===== config.mk =====
export PLATFORM = sky130hd
export DESIGN_NAME = cpu_sequencer
export DESIGN_NICKNAME = d
export VERILOG_FILES = /design/src/rtl/cpu_pkg.sv /design/src/rtl/cpu_sequencer.sv
export SDC_FILE = /design/constraint.sdc
export NUM_CORES = 1
export LEC_CHECK = 0
export BUFFER_PORTS_ARGS = -buffer_cell sky130_fd_sc_hd__buf_2
export CORE_MARGIN = 2
export CORE_UTILIZATION = 53
export CTS_BUF_LIST = sky130_fd_sc_hd__clkbuf_2
export DETAILED_ROUTE_END_ITERATION = 8
export PLACE_DENSITY = 0.76
export SYNTH_ARGS = -nofsm -noshare
export SYNTH_HDL_FRONTEND = slang
export SYNTH_SLANG_ARGS = --single-unit

===== constraint.sdc =====
create_clock -name clk -period 1.7 [get_ports clk]
set_input_delay 0.17 -clock clk [delete_from_list [all_inputs] [get_ports clk]]
set_output_delay 0.17 -clock clk [all_outputs]
set_load 0.01 [all_outputs]

===== src/rtl/cpu_pkg.sv =====
// Shared definitions for the CPU: opcode values, instruction field widths and
// the sequencer state encoding.
package cpu_pkg;

   localparam int OPC_W = 4;
   localparam int OPD_W = 4;

   localparam logic [OPC_W-1:0] OP_NOP     = 4'h0;
   localparam logic [OPC_W-1:0] OP_LOADA   = 4'h1;
   localparam logic [OPC_W-1:0] OP_LOADB   = 4'h2;
   localparam logic [OPC_W-1:0] OP_READOUT = 4'h3;
   localparam logic [OPC_W-1:0] OP_JMP     = 4'h4;
   localparam logic [OPC_W-1:0] OP_HALT    = 4'hF;

   typedef enum logic [2:0] {
      IDLE   = 3'd0,
      FETCH  = 3'd1,
      DECODE = 3'd2,
      EXEC   = 3'd3,
      HALTED = 3'd4
   } state_t;

endpackage


===== src/rtl/cpu_sequencer.sv =====
// Fetch/decode/execute sequencer: fetches instructions over a req/ack handshake,
// issues one-cycle load strobes to the datapath, and owns the program counter.
module cpu_sequencer
   import cpu_pkg::*;
#(
   parameter int ADDR_W = 4
) (
   input  logic              clk,
   input  logic              rst,
   input  logic              start,
   output logic              imem_req,
   output logic [ADDR_W-1:0] imem_addr,
   input  logic              imem_ack,
   input  logic [7:0]        imem_data,
   output logic [OPD_W-1:0]  operand,
   output logic              load_reg_a,
   output logic              load_reg_b,
   output logic              load_reg_c,
   output logic              busy,
   output logic              halted,
   output logic              illegal_op,
   output state_t            dbg_state
);

   // Handshake: imem_req stays high from FETCH entry until the cycle imem_ack is
   // seen; imem_data is captured on that edge and imem_addr is frozen meanwhile.
   state_t                   state;
   logic [ADDR_W-1:0]        pc;
   logic [OPC_W+OPD_W-1:0]   ir;
   logic                     start_armed;

   logic dec_a, dec_b, dec_c, dec_ill, dec_jmp, dec_halt;

   always_comb begin
      dec_a    = 1'b0;
      dec_b    = 1'b0;
      dec_c    = 1'b0;
      dec_ill  = 1'b0;
      dec_jmp  = 1'b0;
      dec_halt = 1'b0;
      case (ir[OPC_W+OPD_W-1:OPD_W])
         OP_NOP:     ;
         OP_LOADA:   dec_a    = 1'b1;
         OP_LOADB:   dec_b    = 1'b1;
         OP_READOUT: dec_c    = 1'b1;
         OP_JMP:     dec_jmp  = 1'b1;
         OP_HALT:    dec_halt = 1'b1;
         default:    dec_ill  = 1'b1;
      endcase
   end

   always_ff @(posedge clk or posedge rst) begin
      if (rst) begin
         state       <= IDLE;
         pc          <= '0;
         ir          <= '0;
         imem_req    <= 1'b0;
         load_reg_a  <= 1'b0;
         load_reg_b  <= 1'b0;
         load_reg_c  <= 1'b0;
         illegal_op  <= 1'b0;
         busy        <= 1'b0;
         halted      <= 1'b0;
         start_armed <= 1'b1;
      end else begin
         load_reg_a <= 1'b0;
         load_reg_b <= 1'b0;
         load_reg_c <= 1'b0;
         illegal_op <= 1'b0;
         // A start level only counts once; it must be seen low to re-arm.
         if (!start) start_armed <= 1'b1;
         case (state)
            IDLE, HALTED: begin
               if (start && start_armed) begin
                  state       <= FETCH;
                  pc          <= '0;
                  imem_req    <= 1'b1;
                  busy        <= 1'b1;
                  halted      <= 1'b0;
                  start_armed <= 1'b0;
               end
            end
            FETCH: begin
               if (imem_ack) begin
                  ir       <= imem_data;
                  imem_req <= 1'b0;
                  state    <= DECODE;
               end
            end
            DECODE: begin
               load_reg_a <= dec_a;
               load_reg_b <= dec_b;
               load_reg_c <= dec_c;
               illegal_op <= dec_ill;
               state      <= EXEC;
            end
            EXEC: begin
               if (dec_halt) begin
                  state  <= HALTED;
                  busy   <= 1'b0;
                  halted <= 1'b1;
               end else begin
                  state    <= FETCH;
                  imem_req <= 1'b1;
                  pc       <= dec_jmp ? ADDR_W'(ir[OPD_W-1:0]) : pc + ADDR_W'(1);
               end
            end
            default: begin
               state    <= IDLE;
               imem_req <= 1'b0;
               busy     <= 1'b0;
               halted   <= 1'b0;
            end
         endcase
      end
   end

   assign imem_addr = pc;
   assign operand   = ir[OPD_W-1:0];
   assign dbg_state = state;

endmodule


; After elaboration in Yosys (flattened, before gate mapping)
; Cells that the tools add are included.
[totals]
reg_bits = 23
[op_classes]
n_mux = 30
n_bitwise = 2
eq_ne = 13
n_reduce_logical = 12
add_sub_neg = 1
[ops]
columns = cell, n
row1 = 2-to-1 mux 1 bit, 19
row2 = 2-to-1 mux 4 bit, 3
row3 = case mux 3 bit (4 select lines), 1
row4 = 2-to-1 mux 3 bit, 3
row5 = "equality test 4 x 2 -> 1 bit, second input constant", 2
row6 = "inequality test 2 bit, second input constant", 4
row7 = case mux 4 bit (2 select lines), 1
row8 = "equality test 3 x 2 -> 1 bit, second input constant", 2
row9 = case mux 1 bit (3 select lines), 2
row10 = AND reduction 3 bit, 2
row11 = OR reduction 6 bit, 1
row12 = "adder 4 x 1 -> 4 bit, second input constant", 1
row13 = "equality test 4 x 1 -> 1 bit, second input constant", 1
row14 = "equality test 4 x 3 -> 1 bit, second input constant", 1
row15 = "equality test 4 bit, second input constant", 1
row16 = logical NOT 4 bit, 1
row17 = case mux 1 bit (4 select lines), 1
row18 = AND reduction 2 bit, 2
row19 = AND reduction 4 bit, 1
row20 = OR reduction 2 bit, 2
row21 = "equality test 3 x 1 -> 1 bit, second input constant", 1
row22 = "equality test 3 bit, second input constant", 1
row23 = logical NOT 3 bit, 1
row24 = inverter 1 bit, 2
row25 = other kinds (2), 2

; Longest topological paths before layout
; Gate-level depths: netlist (run 1).
[logic_depth]
word_depth = 5
mapped_depth = 6
mapped_depth_nobuf = 4

; Worst setup path before layout (run 1)
; Ideal clock, no wire load.
[synth_timing]
path_kind = register to register
startpoint = register ir[5]
endpoint = register pc[1], in the netlist imem_addr[1]
setup_time_ns = 0.120
slack_ns = 0.235
n_path_buf = 1
required_ns = 1.580
t_arrival_ns = 1.346
period_less_slack_ns = 1.465
stages_incl_launch_ff = 6
path_cell_list = dfrtp_1 -> buf_6 -> nor4b_4 -> mux2_4 -> nand2_2 -> o21ai_2
[synth_via]
elab_chain_cells = 5
elab_cells_between_ends = 9
[synth_rtl]
columns = element, line_no
row1 = "start, declared", cpu_sequencer.sv:29  ; logic [OPC_W+OPD_W-1:0] ir;
row2 = "start signal, assigned", cpu_sequencer.sv:85  ; ir <= imem_data;
row3 = equality test 4 x 3 -> 1 bit, cpu_sequencer.sv:41  ; case (ir[OPC_W+OPD_W-1:OPD_W])
row4 = 2-to-1 mux 1 bit, cpu_sequencer.sv:41
row5 = 2-to-1 mux 4 bit, cpu_sequencer.sv:105  ; pc <= dec_jmp ? ADDR_W'(ir[OPD_W-1:0]) : pc + ADDR_W'(1);
row6 = 2-to-1 mux 4 bit, cpu_sequencer.sv:98  ; if (dec_halt) begin
row7 = case mux 4 bit (2 select lines), cpu_sequencer.sv:72  ; case (state)
row8 = "end signal, assigned", cpu_sequencer.sv:105
row9 = "end, declared", cpu_sequencer.sv:28  ; logic [ADDR_W-1:0] pc;
; Parallel ways exist; a longest one is shown, timed or not. The select of a mux whose other input is x is not followed.
; A chain may end at the register's enable or synchronous reset.

; Worst setup path in the final report (run 1)
[layout_timing]
startpoint = register state[1], in the netlist dbg_state[1]
endpoint = register ir[4]
[layout_via]
elab_chain_cells = 2
[layout_rtl]
columns = element, line_no
row1 = "start, declared", cpu_sequencer.sv:27  ; state_t state;
row2 = "start signal, assigned", cpu_sequencer.sv:54  ; state <= IDLE;
row3 = "start signal, assigned", cpu_sequencer.sv:75  ; state <= FETCH;
row4 = "start signal, assigned", cpu_sequencer.sv:87  ; state <= DECODE;
row5 = equality test 3 x 1 -> 1 bit, cpu_sequencer.sv:72
row6 = AND reduction 2 bit (no line), n/a
; No other way between the ends.

==> impl_results.md, run 1 <==
- Status: completed
- Post-route cell area: approximately 1300 um2
- Max-capacitance violation count: 0
- Skew final: around 16 ps
- R2r endpoint: ir[4]
- Kind of start point of the critical path: register
- Final setup viols: 0
- Power density cells: ~1600 nW/um2
- Clk Latency, worst-skew pair: between 300 and 400 ps
- Hold Crit Class: in2reg
- Final nets: 152
- Die Area: approximately 2500 um2
- Post-synthesis cell count: around 110
- Slew Viols, Final: 0
- Distinct cells, synth: 36
- Register-to-Register Path Depth: 3
- #FFs+latches synth: 23
- Vias: roughly 900
- Drt pass-1 iters: 4
- Crit path max fanout: 9
- Grt total ovfl: 0
- Number of synthesized flops with an enable pin: 0
- Synth Net Count: around 120
- RD Place Congestion: 0.784
- Synth Flop Type: dfrtp_1
- Overall fraction of global-route tracks in use: 0.198
- Final Hold Violating Endpoints: 0
- Initial antenna violation count: 0
- Asr flop ratio synth: 1.00
- DR iter-0 viols: 9
- Syn Area/Cell: 10.6 um2
- Routed vias/inst: around 5.5
- Min Tclk post-route: roughly 1600 ps
- Worst VDD drop: 0.814 mV
- Initial Utilization: 0.569
- Critical path class: reg2reg
- CP max stage cell: dfrtp_1
- Detailed placer's ending HPWL: around 1.6 mm
- Final WL: around 2.2 mm
- WL per Instance: between 10 and 15 um
- Total power: about 0.0021 W
- Worst Tran Pin Value: 525 ps
- Area Growth Syn to Fin: 18.4%
- Synthesis Warnings: 0
- CTS tree: yes
- Worst Hold End: ir[2]
- Clk root buf: clkbuf_2
- Worst path cell trace: nor2b_1 -> and3_1 -> mux2_2
- Area after DPL: 1290 um2
- Ratio of final minimum period to clock period: 0.934
- I/O pin cnt: 30
- Setup Fix Bufs, Post-CTS: 0
- Setup_tns: 0 ps
- Min-Delay Startpoint: imem_data[2]
- Row cnt: 16
- Clk sinks: 23
- Core ar.: roughly 2000 um2
- Worst R2R Setup Slack: roughly 110 ps
- Ant. Diodes: 0
- CP arrival: about 1800 ps
- RSZ-0062 raised after global routing: no
- Hold depth: 2
- Post-CTS sizing: 0
- Final core occ: 0.674
- Post-route DRC: 0
- CP Capture Type: register
- P_leak: roughly 0.66 nW
- DRT antenna net count: 0
- Buffers on Ports: 29
- Ratio of cells with drive above 1 in the final layout: 0.413
- Global-route wire length before repair: between 3 and 4 mm
- Buffer depth of the longest clock path: 2
- Worst endpoint required time: roughly 1900 ps
- H-tree depth: 1
- Syn Std Cell Area: 1130 um2
- CP max stage delay: approximately 450 ps
- Sequential share of the synthesized area: 0.512
- Fmax: about 630 MHz
- Die W: 50.1 um
- Clk slew on worst S/H paths: around 210 ps
- Critical R2R Launch: dbg_state[1]
- Pin count of the biggest net entering global routing: 24
- Slew HR: 0.647
- DIE HEIGHT: around 50 um
- CTS buffer count: 3
- Number of global-route vias before repair: 886
-- critical path: cells and delay by family, from the launching register on --
kind / cells / cell delay (ps)
flops: 1 / 450
mux: 1 / 380
simple gates: 2 / 660
-- report_power, final --
group / switching, W / internal [W] / total (W) / leakage [nW]
logic: 0.000481 / 0.000484 / 0.000964 / 0.353
registers: 0.000217 / 0.000750 / 0.000967 / 0.286
clock network: 0.000153 / 0.0000623 / 0.000215 / 0.0166
total: 0.000850 / 0.00130 / 0.00215 / 0.655
-- cell type report --
class | count | area (um2)
fillers | 173 | 647
inverters | 5 | 18.8
flip-flops and latches | 23 | 577
repair buffers | 38 | 218
multi-input cells | 68 | 468
clock buffers | 4 | 20.0
well taps | 27 | 33.8
-- cell usage in the layout, fill, tap and decap left out, types with 3 or more instances in the layout --
cell | synthesis | layout
buf_4 | 4 | 7
clkbuf_2 | 1 | 4
a21oi_1 | 7 | 7
dfrtp_1 | 22 | 22
inv_1 | 5 | 5
nor2_1 | 7 | 7
o21ai_0 | 7 | 7
o22ai_1 | 3 | 3
buf_2 | 2 | 29
mux2_2 | 7 | 7
nand2_1 | 8 | 8
-- cell usage after synthesis, types with 3 or more instances --
| master | instances | area (um2) |
|---|---|---|
| buf_4 | 4 | 30.0 |
| a21oi_1 | 7 | 35.0 |
| inv_1 | 5 | 18.8 |
| o22ai_1 | 3 | 18.8 |
| nor2_1 | 7 | 26.3 |
| mux2_2 | 7 | 78.8 |
| nand2_1 | 8 | 30.0 |
| dfrtp_1 | 22 | 551 |
| o21ai_0 | 7 | 35.0 |
-- how the worst max path moves through the flow --
stage,startpoint,to,slack [ps],cells after the start
final,dbg_state[1],ir[4],110,3
after global routing,ir[4],imem_addr[3],30,4
after CTS,dbg_state[1],ir[5],110,3
after detailed placement,dbg_state[1],ir[0],160,3
after global placement,dbg_state[1],ir[4],190,3
after floorplan,ir[5],imem_addr[1],230,5
-- sequential cells by signal, summed over array words and instances (netlist names) --
name / cells
dbg_state: 3
load_reg_c: 1
load_reg_a: 1
halted: 1
ir: 8
load_reg_b: 1
imem_req: 1
start_armed: 1
illegal_op: 1
imem_addr: 4
busy: 1
-- kinds of logic after synthesis --
family	after synthesis	share of synthesized area
buffers and inverters	15	0.0733
adder cells (fa/ha/maj)	1	0.0111
flip-flops	23	0.512
AO/OA/AOI/OAI	25	0.141
AND/OR/NAND/NOR	34	0.180
multiplexers	8	0.0832
-- layer usage --
metal	up-vias	track usage	wire, um	part of all wire
li1	440	-	-	-
met1	438	0.252	966	0.44
met3	4	0.0273	80	0.037
met5	-	0	0	0
met2	21	0.351	1120	0.51
met4	0	0.0509	17	0.0078
-- metrics by stage --
| stage | cells | hold slack [ps] | setup WS [ps] |
|---|---|---|---|
| 3_3_place_gp | 159 | 220 | 189 |
| 6_report | 165 | 62.7 | 112 |
| 5_1_grt | 165 | 27.0 | 32.1 |
| 3_5_place_dp | 159 | 220 | 162 |
| 4_1_cts | 165 | 64.7 | 113 |
| 2_1_floorplan | 106 | 171 | 235 |
-- timing repair --
action	4_1_cts	5_1_grt
hold buffers	2	0
setup endpoints to repair	0	0
hold endpoints to repair	23	0
(Power assumes the default switching activity.)
==> run 2, diff against run 1 <==
--- a/config.mk
+++ b/config.mk
@@ -7,10 +7,10 @@
 export LEC_CHECK = 0
 export BUFFER_PORTS_ARGS = -buffer_cell sky130_fd_sc_hd__buf_2
 export CORE_MARGIN = 2
-export CORE_UTILIZATION = 53
+export CORE_UTILIZATION = 45
 export CTS_BUF_LIST = sky130_fd_sc_hd__clkbuf_2
 export DETAILED_ROUTE_END_ITERATION = 8
-export PLACE_DENSITY = 0.76
+export PLACE_DENSITY = 0.66
 export SYNTH_ARGS = -nofsm -noshare
 export SYNTH_HDL_FRONTEND = slang
 export SYNTH_SLANG_ARGS = --single-unit
==> impl_results.md, run 2 (synthesized netlist as in run 1, its figures left out) <==
- Status: completed
- Max-capacitance violation count: 0
- Post-CTS sizing: 0
- Ratio of cells with drive above 1 in the final layout: 0.413
- Number of global-route vias before repair: 825
- CP bufs+invs: 0
- Fmax: 659 MHz
- CP max stage delay: approximately 540 ps
- Slew Viols, Final: 0
- DRT antenna net count: 0
- Clock share of power: 0.100
- Worst VDD drop: 0.958 mV
- Hold Crit Class: in2reg
- DR iter-0 viols: 15
- Core ar.: about 2400 um2
- Min Tclk post-route: roughly 1500 ps
- P_int: 0.00130 W
- Die W: 54.1 um
- Sw frac: 0.395
- CTS buffer count: 3
- Clk root buf: clkbuf_2
- Clk Latency, worst-skew pair: ~310 ps
- Worst Tran Pin Value: 445 ps
- Fillers: 237
- Clk slew on worst S/H paths: around 200 ps
- Die Area: slightly below 3000 um2
- Vias: between 900 and 1000
- Routed vias/inst: around 5.4
- Global-route wire length before repair: approximately 3.6 mm
- Initial Utilization: 0.463
- Final Hold Violating Endpoints: 0
- Max reg flops: 8
- Final setup viols: 0
- Placement Setup Slack: around 210 ps
- Worst path cell trace: nand4_1 -> a41oi_1 -> a21oi_1 -> o22ai_1
- Commonest non-fill, non-tap cell in the layout: buf_2
- Commonest non-fill, non-tap cells in the layout: 29 x buf_2, 22 x dfrtp_1, 8 x nand2_1
- Worst endpoint required time: slightly below 2000 ps
- P_leak: about 0.66 nW
- Largest reg by FF count: ir
- Slew HR: 0.699
- Final WL: 2.28 mm
- H-tree depth: 1
- Crit path max fanout: 8
- Flop pwr share: 0.447
- Drt pass-1 iters: 4
- Kind of start point of the critical path: register
- CP max stage cell: dfrtp_1
- Ant. Diodes: 0
- Area Growth Syn to Fin: 18.8%
- Setup_tns: 0 ps
- I/O pin cnt: 30
- Buffers on Ports: 29
- Net Sw Power: roughly 0.00085 W
- Skew final: roughly 2.5 ps
- Final nets: between 150 and 200
- Row cnt: 18
- Buffer depth of the longest clock path: 2
- Pin count of the biggest net entering global routing: 24
- Ratio of final minimum period to clock period: 0.893
- DIE HEIGHT: 54.1 um
- Critical path class: reg2reg
- Initial antenna violation count: 0
- CP Capture Type: register
- CTS tree: yes
- Post-route DRC: 0
- RSZ-0062 raised after global routing: no
- Delay-heaviest family, CP: compound AO/OA/AOI/OAI gates
- WL per Instance: approximately 14 um
- Clk sinks: 23
- Detailed placer's ending HPWL: between 1.5 and 2 mm
- Overall fraction of global-route tracks in use: 0.173
- Worst R2R Setup Slack: between 150 and 200 ps
- RD Place Congestion: around 0.82
- Comb pwr share: 0.452
- Power density cells: 1600 nW/um2
- CP arrival: 1780 ps
- Min setup slack post-route: about 180 ps
- Grt total ovfl: 0
## run 2: cell counts in the layout (fill, tap and decap cells not counted)
No cell type changed its count.
## run 2: layout make-up
type                    instances  area (um2)  share of cell area
flip-flops and latches         23         577               0.431
repair buffers                 38         218               0.163
inverters                       5        18.8              0.0140
clock buffers                   4        20.0              0.0150
well taps                      30        37.5              0.0280
multi-input cells              68         468               0.350
## run 2: through the flow
stage | total power, W | hold WS [ps] | util | instance area [um2] | cells
finish | 0.00214 | 56.7 | 0.550 | 1340 | 168
CTS | 0.00217 | 35.2 | 0.550 | 1340 | 168
global placement | 0.00190 | 221 | 0.534 | 1300 | 162
detailed placement | 0.00194 | 229 | 0.534 | 1300 | 162
floorplan | 0.00169 | 171 | - | 1130 | 106
global route | 0.00233 | 26.8 | 0.550 | 1340 | 168
## run 2: power groups by stage
stage	Combinational [W]	Clock [W]	Sequential, W
2_1_floorplan	0.000743	0	0.000948
3_3_place_gp	0.000946	0	0.000955
3_5_place_dp	0.000973	0	0.000970
4_1_cts	0.000980	0.000232	0.000958
5_1_grt	0.00108	0.000251	0.000994
6_report	0.000969	0.000215	0.000958
## run 2: tightest hold or removal path, delay by kind of cell
| family | cells | cell delay, ps |
|---|---|---|
| AO/OA/AOI/OAI | 1 | 60 |
| buffers and inverters | 1 | 80 |
| AND/OR/NAND/NOR | 1 | 40 |
## run 2: timing repair
action | in CTS | in global routing
endpoints found under the hold margin | 23 | 0
buffers inserted | 0 | 0
hold buffers | 2 | 0
## run 2: layer usage
metal	vias up	share of wire	routed length, um	global-route usage
met5	-	0	0	0
met1	448	0.45	1030	0.226
li1	442	-	-	-
met3	2	0.047	107	0.0250
met2	23	0.50	1130	0.285
met4	0	0.0053	12	0.0750
## run 2: path summary, 6_finish.rpt
| path | startpoint | end | cells past startpoint |
|---|---|---|---|
| worst max register to register | ir[4] | imem_addr[2] | 4 |
| worst min-delay path | imem_data[7] | ir[7] | 3 |
| max in group asynchronous | rst | start_armed | 4 |
| min in group asynchronous | rst | imem_addr[0] | 4 |
| worst max-delay path | ir[4] | imem_addr[2] | 4 |
| worst min register to register | start_armed | start_armed | 2 |
